## src/rtl/bus_arbiter_pkg.sv

```systemverilog
// Shared types for the two-master bus arbiter.
// Word width and FSM state encodings.
package bus_arbiter_pkg;

    localparam int WORD_W = 32;

    typedef logic [WORD_W-1:0] word_t;

    typedef enum logic [1:0] {
        ARB_IDLE = 2'd0,
        ARB_BUSY = 2'd1,
        ARB_DONE = 2'd2
    } arb_state_t;

endpackage

```

## src/rtl/bus_arbiter_rr_pick2.sv

```systemverilog
// Two-way round-robin picker.
// On a tie the master that did not win last time is chosen.
module rr_pick2 (
    input  logic [1:0] req,
    input  logic       last,
    output logic       valid,
    output logic       winner
);

    always_comb begin
        valid  = |req;
        winner = req[1];
        if (&req) begin
            winner = ~last;
        end
    end

endmodule

```

## src/rtl/bus_arbiter.sv

```systemverilog
// Round-robin arbiter sharing the bridge port between CPU (m0) and DMA (m1).
// Latches the granted request and holds it on the bridge until ready or timeout.
module bus_arbiter
    import bus_arbiter_pkg::*;
#(
    parameter int unsigned TIMEOUT = 15
) (
    input  logic        clk,
    input  logic        reset_n,
    input  logic        m0_req,
    input  logic        m1_req,
    input  word_t       m0_addr,
    input  word_t       m1_addr,
    input  logic        m0_we,
    input  logic        m1_we,
    input  logic [3:0]  m0_be,
    input  logic [3:0]  m1_be,
    input  word_t       m0_wd,
    input  word_t       m1_wd,
    input  word_t       m0_pc,
    input  word_t       m1_pc,
    output logic        m0_gnt,
    output logic        m1_gnt,
    output logic        m0_done,
    output logic        m1_done,
    output logic        m0_err,
    output logic        m1_err,
    output word_t       m0_rd,
    output word_t       m1_rd,
    output word_t       PrAddr,
    output logic [3:0]  PrBE,
    output word_t       PrWD,
    output word_t       PrPC,
    output logic        PrWE,
    input  word_t       PrRD,
    input  logic        bus_ready
);

    localparam logic [7:0] CNT_LAST = 8'(TIMEOUT - 1);

    arb_state_t state_q, state_d;
    logic       owner_q, owner_d;
    logic       last_q, last_d;
    word_t      addr_q, addr_d;
    logic       we_q, we_d;
    logic [3:0] be_q, be_d;
    word_t      wd_q, wd_d;
    word_t      pc_q, pc_d;
    logic [7:0] cnt_q, cnt_d;
    word_t      rdata_q, rdata_d;
    logic       err_q, err_d;

    logic pick_valid;
    logic pick_winner;

    rr_pick2 u_pick (
        .req    ({m1_req, m0_req}),
        .last   (last_q),
        .valid  (pick_valid),
        .winner (pick_winner)
    );

    always_ff @(posedge clk or negedge reset_n) begin
        if (!reset_n) begin
            state_q <= ARB_IDLE;
            owner_q <= 1'b0;
            last_q  <= 1'b1;
            addr_q  <= '0;
            we_q    <= 1'b0;
            be_q    <= '0;
            wd_q    <= '0;
            pc_q    <= '0;
            cnt_q   <= '0;
            rdata_q <= '0;
            err_q   <= 1'b0;
        end else begin
            state_q <= state_d;
            owner_q <= owner_d;
            last_q  <= last_d;
            addr_q  <= addr_d;
            we_q    <= we_d;
            be_q    <= be_d;
            wd_q    <= wd_d;
            pc_q    <= pc_d;
            cnt_q   <= cnt_d;
            rdata_q <= rdata_d;
            err_q   <= err_d;
        end
    end

    always_comb begin
        state_d = state_q;
        owner_d = owner_q;
        last_d  = last_q;
        addr_d  = addr_q;
        we_d    = we_q;
        be_d    = be_q;
        wd_d    = wd_q;
        pc_d    = pc_q;
        cnt_d   = cnt_q;
        rdata_d = rdata_q;
        err_d   = err_q;
        unique case (state_q)
            ARB_IDLE: begin
                if (pick_valid) begin
                    owner_d = pick_winner;
                    addr_d  = pick_winner ? m1_addr : m0_addr;
                    we_d    = pick_winner ? m1_we   : m0_we;
                    be_d    = pick_winner ? m1_be   : m0_be;
                    wd_d    = pick_winner ? m1_wd   : m0_wd;
                    pc_d    = pick_winner ? m1_pc   : m0_pc;
                    cnt_d   = '0;
                    state_d = ARB_BUSY;
                end
            end
            ARB_BUSY: begin
                if (bus_ready) begin
                    rdata_d = we_q ? '0 : PrRD;
                    err_d   = 1'b0;
                    state_d = ARB_DONE;
                end else if (cnt_q == CNT_LAST) begin
                    rdata_d = '0;
                    err_d   = 1'b1;
                    state_d = ARB_DONE;
                end else begin
                    cnt_d = cnt_q + 8'd1;
                end
            end
            ARB_DONE: begin
                last_d  = owner_q;
                state_d = ARB_IDLE;
            end
            default: state_d = ARB_IDLE;
        endcase
    end

    logic busy;
    logic done;
    assign busy = (state_q == ARB_BUSY);
    assign done = (state_q == ARB_DONE);

    // Write strobe is gated by ready so a stalled write commits exactly once.
    assign PrAddr = busy ? addr_q : '0;
    assign PrBE   = busy ? be_q   : '0;
    assign PrWD   = busy ? wd_q   : '0;
    assign PrPC   = busy ? pc_q   : '0;
    assign PrWE   = busy & we_q & bus_ready;

    assign m0_gnt  = (busy | done) & ~owner_q;
    assign m1_gnt  = (busy | done) &  owner_q;
    assign m0_done = done & ~owner_q;
    assign m1_done = done &  owner_q;
    assign m0_err  = m0_done & err_q;
    assign m1_err  = m1_done & err_q;
    assign m0_rd   = m0_done ? rdata_q : '0;
    assign m1_rd   = m1_done ? rdata_q : '0;

endmodule

```

## config.mk

```make
export PLATFORM = sky130hd
export DESIGN_NAME = bus_arbiter
export DESIGN_NICKNAME = d
export VERILOG_FILES = /design/src/rtl/bus_arbiter_pkg.sv /design/src/rtl/bus_arbiter_rr_pick2.sv /design/src/rtl/bus_arbiter.sv
export SDC_FILE = /design/constraint.sdc
export NUM_CORES = 1
export LEC_CHECK = 0
export ABC_AREA = 1
export BUFFER_PORTS_ARGS = -buffer_cell sky130_fd_sc_hd__buf_4
export CAP_MARGIN = 40
export CORE_ASPECT_RATIO = 0.75
export CORE_MARGIN = 5
export CORE_UTILIZATION = 30
export CTS_BUF_LIST = sky130_fd_sc_hd__clkbuf_2
export DETAILED_ROUTE_END_ITERATION = 8
export PLACE_DENSITY = 0.67
export RECOVER_POWER = 50
export SKIP_LAST_GASP = 1
export SLEW_MARGIN = 20
export SYNTH_ARGS = -nofsm -noshare
export SYNTH_HDL_FRONTEND = slang
export SYNTH_SLANG_ARGS = --single-unit
```

## constraint.sdc

```tcl
create_clock -name clk -period 1.9 [get_ports clk]
set_clock_uncertainty 0.2 [all_clocks]
set_input_delay 0.285 -clock clk [delete_from_list [all_inputs] [get_ports clk]]
set_output_delay 0.285 -clock clk [all_outputs]
set_load 0.01 [all_outputs]
```

==> reports/results.ini, run 1 <==
[timing]
setup_repair_after_global_routing_missed_its_margin = yes
setup_viol = 315
hold_slack_ps = 127
fmax_mhz = 385
timing.final.crit_share = 1.37
setup_ws_ps = -699
timing_worst_slew_pin_value_ps = 845
hold_viol_final = 0
timing.slew.headroom = 0.437
fin_crit_ps = 2600
final_max_slew_viol_count = 0

[detailed_routing]
drc_errors = 0
wl_per_cell_um = 18.9
ant_nets = 0
vias_per_cell = 4.88
drt_first_pass_iters = 7
route.vias.total = 10500
drt_iter0_markers = 747
finalWirelength_um = 40500

[critical_path]
arrival_worst_endpoint_ps = 2110
timing.setup.critical_path_class = reg2out
critical_path_launch_point_type = flop
worstSetupEndpointType = output port
worstPathMaxFanout = 10
required_time_of_the_worst_setup_path_ps = 1410

[global_route]
grt_usage = 0.235
grt_max_degree = 63
globalRouteMet2Util = 0.399
antenna_violations_before_repair = 4
global_route.usage.met1 = 0.281
busiest_layer = met2
grt-ovfl-total = 0
grt_pass1_wl_um = 55900
via_count_of_the_first_global_routing_pass = 10700
gr-usage-met3 = 0.0607

[clock_tree]
ctsRootBufferMaster = clkbuf_2
number_of_sinks_driven_by_the_clock_tree = 146
cts_inserted_buffers = 17
longest_clk_path_bufs = 2
htree_levels = 4
cts.clk_slew.worst_paths_ps = 290
clock_insertion_delay_worst_skew_ps = 700
cts_tree = built

[synth]
netlist-cell-type-count = 28
synth-seq-area-share = 0.461
number_of_enable_flip_flop_cells_after_synthesis = 0
post-synth-top-area-fraction = 0.457
post_synth_most_frequent_cells = nand2_1 (237), o21ai_1 (193), nor2_1 (179), inv_1 (150), dfrtp_1 (145)
synth_top_flop_cell = dfrtp_1
yosysWarningCount = 0
synthesis.instances = 1095
post_synthesis_cell_area_um2 = 7930
mean_instance_size_in_the_synthesized_netlist_um2 = 7.24
synthDominantAreaCellType = dfrtp_1
synthTopCellsByArea = dfrtp_1 (46%), o21ai_1 (12%), nand2_1 (11%), nor2_1 (8.5%), inv_1 (7.1%)
yosysMostFrequentCell = nand2_1
syn_nets = 1340
synth_seq_cells = 146
async_flop_share = 1.00

[finish]
area_growth_pct = 100
fill_cells = 1995
fin_nets = 2026
multi_input_comb_area_um2 = 3760
layout.cells.non_filler = 2143
seqCellArea_um2 = 3650
layout.cell_area.non_filler_um2 = 15900
layout-drive-gt1-share = 0.384

[placement]
total_instance_count_after_detailed_placement = 1810
dpl.hpwl_um = 20900
port-buffer-count = 409
postPlaceCellArea_um2 = 11400
pre_cts_ws_ps = 26.0
globalplace.congestion = 0.851

[run_status]
run_status = finished, violations left
failed_checks = negative setup slack

[power_and_ir_drop]
pwr_density_cell_nw_per_um2 = 1310
cellInternalPower_mw = 11.5
comb_power_share = 0.635
swShare = 0.445
p_seq_frac = 0.271
total_switching_power_mw = 9.23
static-leakage-power_nw = 8.33
vdd_drop_max_mv = 0.631
power.clock.fraction = 0.094
overall_power_mw = 20.8

[die]
fp.dieW_um = 198
boundaryPins = 410
die_area_um2 = 29800
rows = 51
start_util = 0.305
die_height_um = 151
core_region_area_um2 = 26000

[worst_hold_path]
worst_min_delay_path_class = in2reg

[run]
max_cap_violations = 0

==> registers in the layout, summed over array words and instances (netlist names) <==
name and cells:
owner_q 1, we_q 1, last_q 1, err_q 1, state_q 2, wd_q 32, pc_q 32, rdata_q 32
be_q 4, addr_q 32, cnt_q 8
==> per-layer routing <==
layer / up-vias / wire length [um]
met1: 4920 / 15500
met3: 118 / 3650
met4: 0 / 1680
met2: 628 / 19700
met5: - / 0
li1: 4788 / -
==> cells by family after synthesis <==
group                    after synthesis  synth area share
buffers and inverters                228             0.139
AO/OA/AOI/OAI                        252             0.161
flip-flops                           146             0.461
adder cells (fa/ha/maj)                6           0.00946
AND/OR/NAND/NOR                      463             0.230
==> power groups by stage <==
stage / clock, mW / combinational [mW] / sequential [mW]
after floorplan: 0 / 5.12 / 5.14
after global placement: 0 / 8.29 / 5.32
after detailed placement: 0 / 8.40 / 5.34
after CTS: 2.00 / 10.5 / 5.39
after global routing: 2.15 / 14.1 / 5.77
final: 1.94 / 13.2 / 5.63
==> critical path: stages, from the launching register on <==
cell       delay [ps]
dfrtp_1           440
inv_2              70
buf_6             100
ha_4              200
buf_12            170
clkbuf_16         180
nand2_1            80
inv_1              70
buf_4             110
==> per-stage QoR <==
stage          setup TNS [ps]  utilization
3_5_place_dp                0        0.439
6_report              -110810        0.609
2_1_floorplan               0            -
4_1_cts               -128870        0.573
3_3_place_gp                0        0.439
5_1_grt               -157490        0.609
==> path summary, 6_finish.rpt <==
path                       slack [ps]     endpoint  depth (start not counted)       start
max                              -700      PrBE[1]                          8  state_q[1]
min                               130     wd_q[29]                          4   m1_wd[29]
max reg2reg                      -130      be_q[3]                         11  state_q[0]
min reg2reg                       300       last_q                          2      last_q
max in group asynchronous         -70  rdata_q[20]                          4     reset_n
min in group asynchronous         980       last_q                          3     reset_n
==> cell type report <==
| type | count | share of cell area |
|---|---|---|
| antenna | 5 | 0.000789 |
| sequential | 146 | 0.230 |
| clock buffer | 18 | 0.00568 |
| clock inverter | 14 | 0.00962 |
| timing repair buffer | 738 | 0.452 |
| multi-input combinational | 722 | 0.237 |
| tap | 344 | 0.0271 |
| inverter | 156 | 0.0378 |
==> what timing repair did <==
item	4_1_cts	5_1_grt
setup endpoints to repair	171	314
gates cloned	13	18
gates resized for setup	122	164
hold buffers	240	0
buffers inserted	14	15
hold endpoints to repair	290	0
pin swaps	3	30
==> cells in the final DEF (no fill, tap or decap), drive strengths merged, types with 5 or more instances in the layout <==
cell type      n
o21ai        244
dfrtp        145
nand3         44
ha             6
inv          159
dlygate4sd3  239
nor2         179
diode          5
clkbuf        38
a21oi          6
nand2        237
buf          478
clkinv         7
Note: power is estimated with default switching activity, not from simulation.
==> inputs of run 2 (changes only) <==
--- a/config.mk
+++ b/config.mk
@@ -12,6 +12,7 @@
 export CORE_MARGIN = 5
 export CORE_UTILIZATION = 30
 export CTS_BUF_LIST = sky130_fd_sc_hd__clkbuf_2
+export CTS_CLUSTER_DIAMETER = 80
 export DETAILED_ROUTE_END_ITERATION = 8
 export PLACE_DENSITY = 0.67
 export RECOVER_POWER = 50
==> constraint.sdc (replaced) <==
create_clock -name clk -period 1.9 [get_ports clk]
set_clock_uncertainty 0.2 [all_clocks]
set_input_delay 0.285 -clock clk [delete_from_list [all_inputs] [get_ports clk]]
set_output_delay 0.285 -clock clk [all_outputs]
set_load 0.02 [all_outputs]
==> reports/results.ini, run 2 (same netlist as run 1, synthesis figures left out) <==
[critical_path]
critical_path.max_stage_delay_ps = 440  ; about the same
regToRegStartpoint = state_q[0]  ; unchanged
worstPathMaxFanout = 18  ; was 10
critical_path.reg2reg.endpoint = rdata_q[30]  ; was be_q[3]
worstSetupEndpointType = output port  ; unchanged
slowest_stage = dfrtp_1  ; unchanged
path_cells = buf_4, ha_4, buf_4, buf_12, nand2_2, inv_1, buf_4  ; was inv_2, buf_6, ha_4, buf_12, clkbuf_16, nand2_1, inv_1, buf_4
worstRegToRegCells = 9  ; was 11
timing.setup.critical_path_class = reg2out  ; unchanged
cpMostUsedCell = buf_4
r2r_slack_ps = -150  ; was -130 ps
arrival_worst_endpoint_ps = 2110  ; about the same
required_time_of_the_worst_setup_path_ps = 1410  ; about the same
critical_path_launch_point_type = flop  ; unchanged

[placement]
port-buffer-count = 409  ; unchanged
globalplace.congestion = 0.820  ; was 0.851
dpl.hpwl_um = 21000  ; was 20900 um

[finish]
fin_util = 0.558  ; was 0.609
fill_cells = 2177  ; was 1995
layout-drive-gt1-share = 0.317  ; was 0.384
seqCellArea_um2 = 3650  ; unchanged
mostFrequentLayoutCell = buf_4  ; unchanged
mostFrequentLayoutCells = buf_4 (403), dlygate4sd3_1 (240), nand2_1 (218), o21ai_1 (193)  ; was buf_4 (385), dlygate4sd3_1 (239), nand2_1 (189), o21ai_1 (178), nor2_1 (157)
multi_input_comb_area_um2 = 3430  ; was 3760 um^2
area_growth_pct = 83.0  ; was 100%
fin_nets = 1979  ; was 2026

[detailed_routing]
drc_errors = 0  ; unchanged
finalWirelength_um = 34600  ; was 40500 um
vias_per_cell = 4.75  ; was 4.88
route.vias.total = 9965  ; was 10500
wl_per_cell_um = 16.5  ; was 18.9 um
drt_iter0_markers = 542  ; was 747
drt_first_pass_iters = 5  ; was 7
ant_nets = 0  ; unchanged

[clock_tree]
number_of_sinks_driven_by_the_clock_tree = 146  ; unchanged
ctsRootBufferMaster = clkbuf_2  ; unchanged
cts_tree = built  ; unchanged
clock_insertion_delay_worst_skew_ps = 720  ; was 700 ps
htree_levels = 4  ; unchanged
longest_clk_path_bufs = 2  ; unchanged
cts_inserted_buffers = 17  ; unchanged
cts.clk_slew.worst_paths_ps = 250  ; was 290 ps

[die]
die_height_um = 151  ; unchanged
rows = 51  ; unchanged
die_area_um2 = 29800  ; unchanged
boundaryPins = 410  ; unchanged
fp.dieW_um = 198  ; unchanged
start_util = 0.305  ; unchanged
core_region_area_um2 = 26000  ; unchanged

[timing]
fmax_mhz = 386  ; was 385 MHz
final_max_slew_viol_count = 0  ; unchanged
setup_viol = 304  ; was 315
timing_worst_slew_pin_value_ps = 719  ; was 845 ps
fin_crit_ps = 2590  ; was 2600 ps
hold_viol_final = 0  ; unchanged
setup_ws_ps = -690  ; was -699 ps
setup_repair_after_global_routing_missed_its_margin = yes  ; unchanged
timing.slew.headroom = 0.521  ; was 0.437
timing.final.crit_share = 1.36  ; was 1.37

[power_and_ir_drop]
static-leakage-power_nw = 7.60  ; was 8.33 nW
total_switching_power_mw = 8.34  ; was 9.23 mW
comb_power_share = 0.586  ; was 0.635
vdd_drop_max_mv = 0.601  ; was 0.631 mV
overall_power_mw = 17.9  ; was 20.8 mW
cellInternalPower_mw = 9.54  ; was 11.5 mW
pwr_density_cell_nw_per_um2 = 1230  ; was 1310 nW/um^2
p_seq_frac = 0.300  ; was 0.271
swShare = 0.466  ; was 0.445
power.clock.fraction = 0.114  ; was 0.094

[run]
max_cap_violations = 0  ; unchanged

[global_route]
grt_max_degree = 86  ; was 63
via_count_of_the_first_global_routing_pass = 10500  ; was 10700
grt_usage = 0.220  ; was 0.235
antenna_violations_before_repair = 4  ; unchanged
grt_pass1_wl_um = 53000  ; was 55900 um
grt-ovfl-total = 0  ; unchanged

[worst_hold_path]
whs_path_depth = 4  ; unchanged
hold_path_endpoint = rdata_q[17]  ; was wd_q[29]
worst_min_delay_path_class = in2reg  ; unchanged
min_from = PrRD[17]  ; was m1_wd[29]

[run_status]
run_status = finished, violations left  ; unchanged
failed_checks = negative setup slack  ; unchanged

[run 2: worst max path at each step]
stage                           from        end  slack [ps]  cells after the start
after floorplan           state_q[0]  m0_rd[14]          20                      7
after global placement    state_q[1]   wd_q[21]          40                      7
after detailed placement  state_q[1]   wd_q[10]           2                      7
after CTS                 state_q[0]  m0_rd[31]        -790                      8
after global routing      state_q[0]    PrWD[5]        -850                      7
final                     state_q[0]    PrPC[4]        -690                      7
[run 2: critical path: cells and delay by family, from the launching register on]
kind	cells	cell delay [ps]
flip-flops	1	440
AND/OR/NAND/NOR	1	70
buffers and inverters	5	670
adder cells (fa/ha/maj)	1	200
[run 2: repair_timing]
item / CTS / global route
gates cloned: 1 / 4
buffers inserted: 8 / 1
hold buffers: 241 / 0
endpoints found under the setup margin: 200 / 315
pin swaps: 1 / 0
gates resized for setup: 18 / 48
hold endpoints to repair: 291 / 0
[run 2: area by class of cell]
class | instances | share of cell area
Clock buffer | 17 | 0.00586
Multi-Input combinational cell | 721 | 0.236
Timing Repair Buffer | 692 | 0.422
Antenna cell | 5 | 0.000862
Clock inverter | 15 | 0.0126
Sequential cell | 146 | 0.252
Tap cell | 344 | 0.0296
Inverter | 156 | 0.0407
[run 2: power by group through the flow]
stage / Clock [mW] / Sequential (mW) / Combinational (mW)
final: 2.03 / 5.36 / 10.5
after global routing: 2.23 / 5.51 / 11.4
after detailed placement: 0 / 5.33 / 9.17
after CTS: 2.13 / 5.29 / 9.95
after global placement: 0 / 5.30 / 9.04
after floorplan: 0 / 5.15 / 6.03
[run 2: metrics by stage]
step | hold WS (ps) | cells | area [um^2] | setup TNS [ps] | setup slack, ps
6_report | 128 | 2096 | 14500 | -112770 | -690
5_1_grt | 22.9 | 2096 | 14500 | -161810 | -853
4_1_cts | 7.20 | 2086 | 14300 | -128370 | -794
3_5_place_dp | 9.30 | 1804 | 11500 | 0 | 2.07
3_3_place_gp | 9.02 | 1804 | 11500 | 0 | 43.9
2_1_floorplan | -211 | 1095 | 8060 | 0 | 20.0
[run 2: routing by layer]
| layer | GRT usage | wire length, um |
|---|---|---|
| met5 | 0 | 0 |
| met4 | 0.106 | 1440 |
| met3 | 0.0605 | 3020 |
| met2 | 0.369 | 16900 |
| met1 | 0.261 | 13200 |
